$ cat src/rtl/alu_issue_stage_pkg.sv
// Shared types for the ALU operand-issue stage.
//   - ALU opcode constants (alu_op_e) and register-index width
//   - skid FSM state encoding: bit0 = OUT holds an op, bit1 = SKID holds an op
//   - issue_ctrl_t: non-operand payload carried with each buffered op
package alu_issue_stage_pkg;

  localparam int unsigned REG_IDX_W = 5;
  localparam int unsigned OPCODE_W  = 5;

  typedef enum logic [OPCODE_W-1:0] {
    ALU_ADD  = 5'd0,
    ALU_SUB  = 5'd1,
    ALU_SLL  = 5'd2,
    ALU_SLT  = 5'd3,
    ALU_SLTU = 5'd4,
    ALU_XOR  = 5'd5,
    ALU_SRL  = 5'd6,
    ALU_SRA  = 5'd7,
    ALU_OR   = 5'd8,
    ALU_AND  = 5'd9,
    ALU_MUL  = 5'd10,
    ALU_MULH = 5'd11,
    ALU_DIV  = 5'd12,
    ALU_DIVU = 5'd13,
    ALU_REM  = 5'd14,
    ALU_REMU = 5'd15
  } alu_op_e;

  // Encoding chosen so valid flags are plain flop bits of the state register.
  typedef enum logic [1:0] {
    ST_EMPTY = 2'b00,
    ST_ONE   = 2'b01,
    ST_FULL  = 2'b11
  } skid_state_e;

  typedef struct packed {
    logic [OPCODE_W-1:0]  opcode;
    logic                 s_32;
    logic [REG_IDX_W-1:0] rd_idx;
    logic                 rd_we;
  } issue_ctrl_t;

endpackage

$ cat src/rtl/alu_issue_stage_operand_fwd_mux.sv
// operand_fwd_mux: per-source operand select and RAW hazard detect.
// Configuration macro: ISSUE_BYPASS_EN
//   defined   : x0 -> 0, else MEM result, else WB result, else regfile; hazard only on load-use
//   undefined : x0 -> 0, else regfile; hazard on any MEM/WB destination match
// Ports:
//   idx, rf_data                         source index and same-cycle regfile data
//   mem_rd_we/mem_is_load/mem_rd_idx/mem_result, wb_rd_we/wb_rd_idx/wb_result
//   value  (out) selected operand, hazard (out) op must stall
module operand_fwd_mux
  import alu_issue_stage_pkg::*;
#(
  parameter int unsigned XLEN = 32
) (
  input  logic [REG_IDX_W-1:0] idx,
  input  logic [XLEN-1:0]      rf_data,
  input  logic                 mem_rd_we,
  input  logic                 mem_is_load,
  input  logic [REG_IDX_W-1:0] mem_rd_idx,
  input  logic [XLEN-1:0]      mem_result,
  input  logic                 wb_rd_we,
  input  logic [REG_IDX_W-1:0] wb_rd_idx,
  input  logic [XLEN-1:0]      wb_result,
  output logic [XLEN-1:0]      value,
  output logic                 hazard
);

  logic idx_nz;
  logic mem_hit;
  logic wb_hit;

  assign idx_nz  = (idx != '0);
  assign mem_hit = idx_nz && mem_rd_we && (idx == mem_rd_idx);
  assign wb_hit  = idx_nz && wb_rd_we && (idx == wb_rd_idx);

`ifdef ISSUE_BYPASS_EN
  // MEM is younger than WB, so it wins when both target the same register.
  always_comb begin
    value = rf_data;
    if (!idx_nz)      value = '0;
    else if (mem_hit) value = mem_result;
    else if (wb_hit)  value = wb_result;
  end

  // A load's data is not ready in MEM; only that case cannot be forwarded.
  assign hazard = mem_hit && mem_is_load;
`else
  logic unused_bypass;
  assign unused_bypass = ^{mem_is_load, mem_result, wb_result};

  assign value  = idx_nz ? rf_data : '0;
  assign hazard = mem_hit || wb_hit;
`endif

endmodule

$ cat src/rtl/alu_issue_stage.sv
// alu_issue_stage: operand-issue stage in front of the ALU.
// Reads rs1/rs2 from the regfile, resolves RAW hazards (forward or stall), and
// presents registered opcode/s_32/operands through a two-entry valid/ready skid buffer.
// Configuration macro: ISSUE_BYPASS_EN (enables MEM/WB forwarding, see operand_fwd_mux).
// Ports:
//   clk, rst (async, active-high), flush (drop all buffered ops)
//   in_*          decoded op handshake and fields
//   rf_rs*_addr   combinational regfile read addresses, rf_rs*_data same-cycle data
//   mem_*, wb_*   later-stage destinations/results for hazard and forwarding
//   out_*         registered ALU-side handshake and fields
//   stall_cycles  saturating count of cycles an op was held by a hazard
module alu_issue_stage
  import alu_issue_stage_pkg::*;
#(
  parameter int unsigned XLEN  = 32,
  parameter int unsigned CNT_W = 32
) (
  input  logic                 clk,
  input  logic                 rst,
  input  logic                 flush,
  input  logic                 in_valid,
  output logic                 in_ready,
  input  logic [OPCODE_W-1:0]  in_opcode,
  input  logic                 in_s_32,
  input  logic [REG_IDX_W-1:0] in_rs1_idx,
  input  logic [REG_IDX_W-1:0] in_rs2_idx,
  input  logic                 in_use_imm,
  input  logic [XLEN-1:0]      in_imm,
  input  logic [REG_IDX_W-1:0] in_rd_idx,
  input  logic                 in_rd_we,
  output logic [REG_IDX_W-1:0] rf_rs1_addr,
  output logic [REG_IDX_W-1:0] rf_rs2_addr,
  input  logic [XLEN-1:0]      rf_rs1_data,
  input  logic [XLEN-1:0]      rf_rs2_data,
  input  logic                 mem_rd_we,
  input  logic                 mem_is_load,
  input  logic [REG_IDX_W-1:0] mem_rd_idx,
  input  logic [XLEN-1:0]      mem_result,
  input  logic                 wb_rd_we,
  input  logic [REG_IDX_W-1:0] wb_rd_idx,
  input  logic [XLEN-1:0]      wb_result,
  output logic                 out_valid,
  input  logic                 out_ready,
  output logic [OPCODE_W-1:0]  out_opcode,
  output logic                 out_s_32,
  output logic [XLEN-1:0]      out_rs1,
  output logic [XLEN-1:0]      out_rs2,
  output logic [REG_IDX_W-1:0] out_rd_idx,
  output logic                 out_rd_we,
  output logic [CNT_W-1:0]     stall_cycles
);

  skid_state_e state_q, state_d;
  issue_ctrl_t out_ctrl_q, out_ctrl_d;
  issue_ctrl_t skid_ctrl_q, skid_ctrl_d;
  logic [XLEN-1:0]  out_rs1_q, out_rs1_d;
  logic [XLEN-1:0]  out_rs2_q, out_rs2_d;
  logic [XLEN-1:0]  skid_rs1_q, skid_rs1_d;
  logic [XLEN-1:0]  skid_rs2_q, skid_rs2_d;
  logic [CNT_W-1:0] stall_q, stall_d;

  logic [XLEN-1:0] rs1_val, rs2_fwd_val, rs2_val;
  logic            rs1_hz, rs2_hz, hazard;
  logic            skid_valid, accept;
  issue_ctrl_t     in_ctrl;

  assign rf_rs1_addr = in_rs1_idx;
  assign rf_rs2_addr = in_rs2_idx;

  operand_fwd_mux #(.XLEN(XLEN)) u_fwd_rs1 (
    .idx        (in_rs1_idx),
    .rf_data    (rf_rs1_data),
    .mem_rd_we  (mem_rd_we),
    .mem_is_load(mem_is_load),
    .mem_rd_idx (mem_rd_idx),
    .mem_result (mem_result),
    .wb_rd_we   (wb_rd_we),
    .wb_rd_idx  (wb_rd_idx),
    .wb_result  (wb_result),
    .value      (rs1_val),
    .hazard     (rs1_hz)
  );

  operand_fwd_mux #(.XLEN(XLEN)) u_fwd_rs2 (
    .idx        (in_rs2_idx),
    .rf_data    (rf_rs2_data),
    .mem_rd_we  (mem_rd_we),
    .mem_is_load(mem_is_load),
    .mem_rd_idx (mem_rd_idx),
    .mem_result (mem_result),
    .wb_rd_we   (wb_rd_we),
    .wb_rd_idx  (wb_rd_idx),
    .wb_result  (wb_result),
    .value      (rs2_fwd_val),
    .hazard     (rs2_hz)
  );

  // An immediate replaces rs2, so rs2 can neither supply data nor cause a stall.
  assign rs2_val = in_use_imm ? in_imm : rs2_fwd_val;
  assign hazard  = rs1_hz || (rs2_hz && !in_use_imm);

  assign skid_valid = state_q[1];
  assign in_ready   = !skid_valid && !hazard && !flush;
  assign accept     = in_valid && in_ready;

  always_comb begin
    in_ctrl.opcode = in_opcode;
    in_ctrl.s_32   = in_s_32;
    in_ctrl.rd_idx = in_rd_idx;
    in_ctrl.rd_we  = in_rd_we;
  end

  // Next-state: skid buffer control and saturating stall counter.
  always_comb begin
    state_d     = state_q;
    out_ctrl_d  = out_ctrl_q;
    out_rs1_d   = out_rs1_q;
    out_rs2_d   = out_rs2_q;
    skid_ctrl_d = skid_ctrl_q;
    skid_rs1_d  = skid_rs1_q;
    skid_rs2_d  = skid_rs2_q;
    stall_d     = stall_q;

    if (in_valid && hazard && !flush && (stall_q != '1)) begin
      stall_d = stall_q + CNT_W'(1);
    end

    if (flush) begin
      state_d = ST_EMPTY;
    end else begin
      unique case (state_q)
        ST_EMPTY: begin
          if (accept) begin
            out_ctrl_d = in_ctrl;
            out_rs1_d  = rs1_val;
            out_rs2_d  = rs2_val;
            state_d    = ST_ONE;
          end
        end
        ST_ONE: begin
          if (out_ready) begin
            if (accept) begin
              out_ctrl_d = in_ctrl;
              out_rs1_d  = rs1_val;
              out_rs2_d  = rs2_val;
            end else begin
              state_d = ST_EMPTY;
            end
          end else if (accept) begin
            skid_ctrl_d = in_ctrl;
            skid_rs1_d  = rs1_val;
            skid_rs2_d  = rs2_val;
            state_d     = ST_FULL;
          end
        end
        ST_FULL: begin
          if (out_ready) begin
            out_ctrl_d = skid_ctrl_q;
            out_rs1_d  = skid_rs1_q;
            out_rs2_d  = skid_rs2_q;
            state_d    = ST_ONE;
          end
        end
        default: state_d = ST_EMPTY;
      endcase
    end
  end

  always_ff @(posedge clk or posedge rst) begin
    if (rst) begin
      state_q     <= ST_EMPTY;
      out_ctrl_q  <= '0;
      out_rs1_q   <= '0;
      out_rs2_q   <= '0;
      skid_ctrl_q <= '0;
      skid_rs1_q  <= '0;
      skid_rs2_q  <= '0;
      stall_q     <= '0;
    end else begin
      state_q     <= state_d;
      out_ctrl_q  <= out_ctrl_d;
      out_rs1_q   <= out_rs1_d;
      out_rs2_q   <= out_rs2_d;
      skid_ctrl_q <= skid_ctrl_d;
      skid_rs1_q  <= skid_rs1_d;
      skid_rs2_q  <= skid_rs2_d;
      stall_q     <= stall_d;
    end
  end

  assign out_valid    = state_q[0];
  assign out_opcode   = out_ctrl_q.opcode;
  assign out_s_32     = out_ctrl_q.s_32;
  assign out_rd_idx   = out_ctrl_q.rd_idx;
  assign out_rd_we    = out_ctrl_q.rd_we;
  assign out_rs1      = out_rs1_q;
  assign out_rs2      = out_rs2_q;
  assign stall_cycles = stall_q;

endmodule

$ cat config.mk
export PLATFORM = sky130hd
export DESIGN_NAME = alu_issue_stage
export DESIGN_NICKNAME = d
export VERILOG_FILES = /design/src/rtl/alu_issue_stage_pkg.sv /design/src/rtl/alu_issue_stage_operand_fwd_mux.sv /design/src/rtl/alu_issue_stage.sv
export SDC_FILE = /design/constraint.sdc
export NUM_CORES = 1
export LEC_CHECK = 0
export BUFFER_PORTS_ARGS = -buffer_cell sky130_fd_sc_hd__buf_2
export CORE_AREA = 5 5 136 138
export DETAILED_ROUTE_END_ITERATION = 6
export DIE_AREA = 0 0 141 143
export GPL_TIMING_DRIVEN = 1
export PLACE_DENSITY = 0.85
export SLEW_MARGIN = 30
export SYNTH_ARGS = -nofsm -noshare
export SYNTH_HDL_FRONTEND = slang
export SYNTH_HIERARCHICAL = 1
export SYNTH_SLANG_ARGS = --single-unit
$ cat constraint.sdc
create_clock -name clk -period 9.5 [get_ports clk]
set_clock_uncertainty 0.1 [all_clocks]
set_input_delay 0.475 -clock clk [delete_from_list [all_inputs] [get_ports clk]]
set_output_delay 0.475 -clock clk [all_outputs]
set_load 0.01 [all_outputs]
==> impl_results.md, run 1 <==
* Run status: complete, no violations
* Critical Path RT at 9.76 ns
* Commonest non-fill, non-tap cell in the layout: buf_2
* Most frequent cells in the layout: 255 x buf_2, 186 x dfrtp_1, 77 x mux2_2, 77 x nand2_1, 76 x mux2i_1
* Global-route wire length before repair at 36690 microns
* Ports at 321
* Pins Over Slew Limit at 0
* WL/cell at 17.16 microns
* Area taken by flip-flops and latches at 4654 sq um
* Vert. Die Dim at 143 microns
* Power per cell area at 226.7 nW/um^2
* Final hold violations at 0
* CTS Root Cell: clkbuf_16
* # rows at 48
* R2r setup slk at 6.06 ns
* Seq/Total Area, Yosys at 50.54%
* DRT iter0 DRCs at 301
* Die area at 20160 sq um
* Clock-pin transition on the worst setup and hold timing paths at 0.08 ns
* Hold crit path type: in2reg
* TritonCTS Buffers at 17
* Input/output buffers at 255
* CTS tree: built
* Worst-path maximum fanout at 84
* Worst r2r path cells at 7
* Synthesized area at 9209 sq um
* Vias/cell at 5.405
* Initial antenna violation count at 4
* DR pass1 iterations at 5
* Layout cells sized above 1 at 35.83%
* Final worst slack at 5.913 ns
* Core ar. at 17060 sq um
* Fin area at 11160 sq um
* Layout Cells excl Fill at 1320
* Worst setup path class: in2reg
* Syn Area/Cell at 10.67 sq um
* Syn-to-layout area delta at 21.22%
* Startpoint Class: primary input
* Number of global-route vias before repair at 7172
* Hold Path End: skid_ctrl_q[5]$_DFFE_PP0P_
* R2R Path End: out_rs1[31]$_DFFE_PP0P_
* Cells on Worst Hold Path at 2
* RSZ-0062 raised after global routing: false
* TritonCTS Sinks at 186
* Die X at 141 microns
* Yosys warnings at 6
* Worst skew pair latency at 0.44 ns
* DRC violations left at 0
* Setup total negative slack at 0 ns
* FMAX at 278.8 MHz
* Worst slew margin at 35.16%
* Post-synth cell types at 46
* Final min period at 3.587 ns
* Largest net degree at the start of global routing at 85
* GP Congestion at 0.8594
* Hold_sp: in_rd_idx[4]
* Tcrit/Tclk final at 37.76%
* Final core occ at 65.45%
* Number of max-cap violations at 0
* Leak at 0.005204 uW
* Dpl hpwl at 15830 microns
* Dpl cell area at 10520 sq um
* Starting Density at 53.99%
* Clock Tree Buf Depth at 2
* Yosys reg bits at 186
* Fillers at 1353
* RR Startpoint: state_q[1]$_DFFE_PP0P_
* Dpl cells at 1286
* Global Route Usage Sum at 22.70%
* VDD IR max at 0.1293 mV
* Nets at 1287
* Vias at 7134
* Crit end category: flop
* Total gr overflow at 0
* Worst Max-Slew Pin Slew at 0.9726 ns
* Synth Net Count at 1069
* Crit path arrival time at 3.84 ns
* Pre-CTS setup slack at 5.482 ns
* Synthesized instance count at 863
* Combined area of the multi-input logic cells at 4230 sq um
* WL final at 22650 microns
* CTS HTree Levels at 4
* Crit. Startpoint: in_rs1_idx[1]
* DRT antenna net count at 0
* Setup Viol. Count Final at 0
## area by class of cell
class	instances	share of cell area, %
tap	225	2.522
multi-input combinational	608	37.90
timing repair buffer	263	12.06
clock buffer	17	3.811
inverter	5	0.2130
antenna	1	0.02242
clock inverter	15	1.782
sequential	186	41.69
## registers in the layout, indices dropped and copies added, names as in the netlist
register,count
skid_rs1_q,32
out_rd_we,1
out_rs2,32
skid_ctrl_q,12
stall_cycles,32
out_rd_idx,5
state_q,2
out_rs1,32
out_opcode,5
out_s_32,1
skid_rs2_q,32
## layer usage
metal | GRT usage, % | share of wire (%) | vias to the layer above
met2 | 37.80 | 49 | 204
met4 | 6.782 | 1.8 | 6
met3 | 8.038 | 8.2 | 33
met1 | 28.08 | 41 | 3478
li1 | - | - | 3413
met5 | 0 | 0.19 | -
## where the power goes
| group | switching, uW | internal (uW) |
|---|---|---|
| Sequential | 137 | 1050 |
| Combinational | 303 | 294 |
| Clock | 343 | 404 |
## through the flow
stage / total power [uW] / hold WS, ns
CTS: 2554 / 0.1662
finish: 2531 / 0.1770
detailed placement: 1803 / 0.3721
floorplan: 1541 / 0.3497
global placement: 1759 / 0.3626
global route: 2680 / 0.1609
## kinds of logic after synthesis
family / Yosys count / synth area share (%)
simple gates: 272 / 15.26
compound gates: 129 / 7.459
flops: 186 / 50.54
buf+inv: 69 / 3.723
fa+ha+maj: 5 / 0.6793
mux: 153 / 17.68
xor+xnor: 49 / 4.660
## how the worst max path moves through the flow
stage | end | slack, ns | cells after the start
after global routing | out_rd_idx[2]$_DFFE_PP0P_ | 5.57 | 10
after detailed placement | out_rs1[14]$_DFFE_PP0P_ | 5.48 | 10
after CTS | out_rd_idx[2]$_DFFE_PP0P_ | 5.93 | 9
after floorplan | out_opcode[0]$_DFFE_PP0P_ | 3.87 | 1
final | out_rs1[31]$_DFFE_PP0P_ | 5.91 | 10
after global placement | out_rs2[8]$_DFFE_PP0P_ | 5.53 | 9
## what timing repair did
action	CTS	global route
gates resized for setup	0	0
setup endpoints to repair	0	0
endpoints found under the hold margin	41	0
setup buffers	0	0
hold buffers	1	0
## critical path, stage by stage
cell and delay (ns):
buf_2 0.13, or4_4 0.56, nor2_4 0.67, a21oi_1 0.30
nor2_1 0.29, a31oi_1 0.14, nor4_2 0.25, buf_4 0.72
nor2_1 0.11, a21oi_1 0.14
## cell usage after synthesis, drive strengths merged
master / count / area, sq um
o21a: 1 / 7.510
nor3: 8 / 40.04
a32o: 1 / 10.01
a211o: 1 / 8.760
or4: 4 / 41.29
nor3b: 1 / 7.510
mux2i: 76 / 760.7
inv: 5 / 18.77
or2: 2 / 12.51
or3: 1 / 6.260
and3: 8 / 53.80
nand4: 16 / 112.6
o211ai: 2 / 15.01
o2111ai: 5 / 43.79
nand3: 15 / 85.08
xnor2: 27 / 236.5
clkbuf: 40 / 153.9
o31a: 1 / 10.01
buf: 24 / 170.2
a21oi: 50 / 250.2
nand2: 77 / 289.0
and4: 1 / 10.01
or4b: 1 / 10.01
o21ai: 67 / 335.3
dfrtp: 186 / 4654
nor2b: 66 / 412.9
nor2: 58 / 232.7
a31oi: 1 / 6.260
nand2b: 3 / 18.77
and2: 2 / 13.77
ha: 5 / 62.56
xor2: 22 / 192.7
nand4b: 1 / 8.760
mux2: 77 / 867.1
nor4: 8 / 50.05
Note: power is estimated with default switching activity, not from simulation.
==> inputs of run 2 (changes only) <==
ABC_AREA = 1   (was default)
CORE_AREA = 5 5 148 150   (was 5 5 136 138)
DIE_AREA = 0 0 153 155   (was 0 0 141 143)
PLACE_DENSITY = 0.8   (was 0.85)
clock period = 3.4 ns   (was 9.5 ns; I/O delays follow)
==> run 2 against run 1 <==
  * Design area up 13%
  * Area after synthesis up 13%
  * Die area up 18%
  * Routed wire length up 12%
==> impl_results.md, run 2 <==
* Run status: complete, no violations
* TritonCTS Buffers at 17
* CTS tree: built
* Post-synth cell types at 28
* Combined area of the multi-input logic cells at 4303 sq um
* Crit-path cells: inv_1 > ha_1 > or2_1 > or2_1 > a21oi_4 > buf_12 > nand2_1 > o21ai_1
* Number of global-route vias before repair at 9075
* CP bufs+invs at 2
* # rows at 53
* Setup Viol. Count Final at 0
* PostCTS Resize Cnt at 0
* Clock Tree Buf Depth at 2
* Top-count cell post-synth: nand2_1
* Post-synth EDFFs at 0
* DRT iter0 DRCs at 598
* Synth cell count leaders: 565 x nand2_1, 265 x inv_1, 186 x dfrtp_1, 129 x o21ai_0, 90 x nor2_1
* Leak at 0.007193 uW
* Vert. Die Dim at 155 microns
* Worst setup path class: reg2reg
* Die X at 153 microns
* Worst skew pair latency at 0.42 ns
* Crit path arrival time at 2.78 ns
* Area taken by flip-flops and latches at 4654 sq um
* Core ar. at 20560 sq um
* CP Depth at 8
* Asr flop ratio synth at 100.0%
* Yosys warnings at 6
* Number of max-cap violations at 0
* R2R Path End: out_rs1[1]$_DFFE_PP0P_
* Setup total negative slack at 0 ns
* Global-route wire length before repair at 42840 microns
* Seq/Total Area, Yosys at 44.62%
* TritonCTS Sinks at 186
* Worst r2r path cells at 8
* Crit-path max cell delay at 0.57 ns
* Worst-path maximum fanout at 53
* Input/output buffers at 255
* Critical Path RT at 3.65 ns
* Initial antenna violation count at 0
* Syn Area/Cell at 6.926 sq um
* RSZ-0062 raised after global routing: false
* Tcrit/Tclk final at 74.14%
* Post-synth top area share at 44.62%
* CTS HTree Levels at 4
* Leading area contributor after synthesis: dfrtp_1
* Global Route Usage Sum at 21.50%
* Vias/cell at 4.729
* Top post-synthesis cells by area: dfrtp_1 45%, nand2_1 20%, inv_1 9.5%
* Vias at 9609
* Hold Path End: skid_rs1_q[29]$_DFFE_PP0P_
* Power Total at 7926 uW
* Commonest non-fill, non-tap cell in the layout: nand2_1
* FMAX at 396.7 MHz
* Power per cell area at 625.6 nW/um^2
* Nets at 1949
* WL/cell at 12.49 microns
* Total gr overflow at 0
* Pins Over Slew Limit at 0
* Yosys reg bits at 186
* Synthesized area at 10430 sq um
* Crit end category: flop
* Die area at 23720 sq um
* Ports at 321
* Layout cells sized above 1 at 18.39%
* R2r setup slk at 0.88 ns
* Top cell by count, worst path: or2_1
* Hold crit path type: in2reg
* Worst Max-Slew Pin Slew at 0.7961 ns
* WL final at 25370 microns
* Cells on Worst Hold Path at 5
* Slowest CP cell: a21oi_4
* Synthesized instance count at 1506
* DRT antenna net count at 0
* Startpoint Class: flop
* RR Startpoint: state_q[0]$_DFFE_PP0P_
* Starting Density at 50.74%
* CTS Root Cell: clkbuf_16
* Crit-path leading delay family: compound AO/OA/AOI/OAI gates
* VDD IR max at 0.3139 mV
* Worst slew margin at 46.92%
* Clock-pin transition on the worst setup and hold timing paths at 0.07 ns
* Final min period at 2.521 ns
* Most frequent cells in the layout: 565 x nand2_1, 264 x inv_1, 255 x buf_2
* Synth Net Count at 1712
* Syn-to-layout area delta at 21.46%
* Synth Flop Type: dfrtp_1
* Largest net degree at the start of global routing at 106
* GP Congestion at 0.8629
* Fillers at 1839
* Hold_sp: rf_rs1_data[29]
* Final hold violations at 0
* DRC violations left at 0
* Dpl hpwl at 17800 microns
* DR pass1 iterations at 5
==> run 2: through the flow <==
stage,utilization (%),cell area (sq um),setup slack (ns),cells,hold WS (ns)
finish,61.63,12670,0.8794,2032,0.01171
global route,61.62,12670,0.6733,2031,0.02494
CTS,61.62,12670,0.8955,2031,0.0002442
detailed placement,57.30,11780,0.8158,1974,0.1121
global placement,57.30,11780,0.9023,1974,0.1119
floorplan,-,10440,0.7375,1506,0.2183
==> run 2: kinds of logic after synthesis <==
family                     share of synthesized area, %
adders and majority gates                        0.5997
xor gates and xnor gates                          2.015
AOI/OAI and AO/OA                                 11.77
DFF                                               44.62
buffers and inverters                             14.23
and+or+nand+nor                                   26.77
==> run 2: how the worst max path moves through the flow <==
| stage | startpoint | end | slack [ns] |
|---|---|---|---|
| floorplan | rst | out_opcode[0]$_DFFE_PP0P_ | 0.74 |
| global placement | in_rs2_idx[0] | skid_ctrl_q[5]$_DFFE_PP0P_ | 0.90 |
| detailed placement | in_rs2_idx[4] | skid_rs2_q[31]$_DFFE_PP0P_ | 0.82 |
| CTS | state_q[0]$_DFFE_PP0P_ | out_rs2[20]$_DFFE_PP0P_ | 0.90 |
| global route | state_q[0]$_DFFE_PP0P_ | out_rs1[29]$_DFFE_PP0P_ | 0.67 |
| finish | state_q[0]$_DFFE_PP0P_ | out_rs1[1]$_DFFE_PP0P_ | 0.88 |
==> run 2: power breakdown <==
group	internal [uW]	leakage, uW	total (uW)	switching, uW
registers	3080	0.00232	3530	457
logic	931	0.00456	2230	1300
clock network	1260	0.000312	2160	902
==> run 2: layer usage <==
metal	wire length [microns]	track usage [%]
met1	11250	27.95
met2	12380	36.42
met5	0	0
met3	1364	4.924
met4	371	6.025
==> run 2: worst reg2reg max path, cell delays in order, from the launching register on <==
cell	delay, ns
dfrtp_1	0.43
inv_1	0.11
ha_1	0.20
or2_1	0.24
or2_1	0.27
a21oi_4	0.57
buf_12	0.31
nand2_1	0.14
o21ai_1	0.09
==> run 2: final cells by class <==
cell class                      instances  share of cell area (%)
Multi-Input combinational cell        975                   33.96
Clock buffer                           19                   3.417
Tap cell                              275                   2.716
Inverter                              267                   7.940
Timing Repair Buffer                  296                   13.59
Clock inverter                         13                   1.620
Antenna cell                            1                 0.01975
Sequential cell                       186                   36.74
==> run 2: repair_timing <==
action                                 CTS  global route
setup buffers                            0             0
hold buffers                            25             0
endpoints found under the hold margin   45             0
setup endpoints to repair                0             0
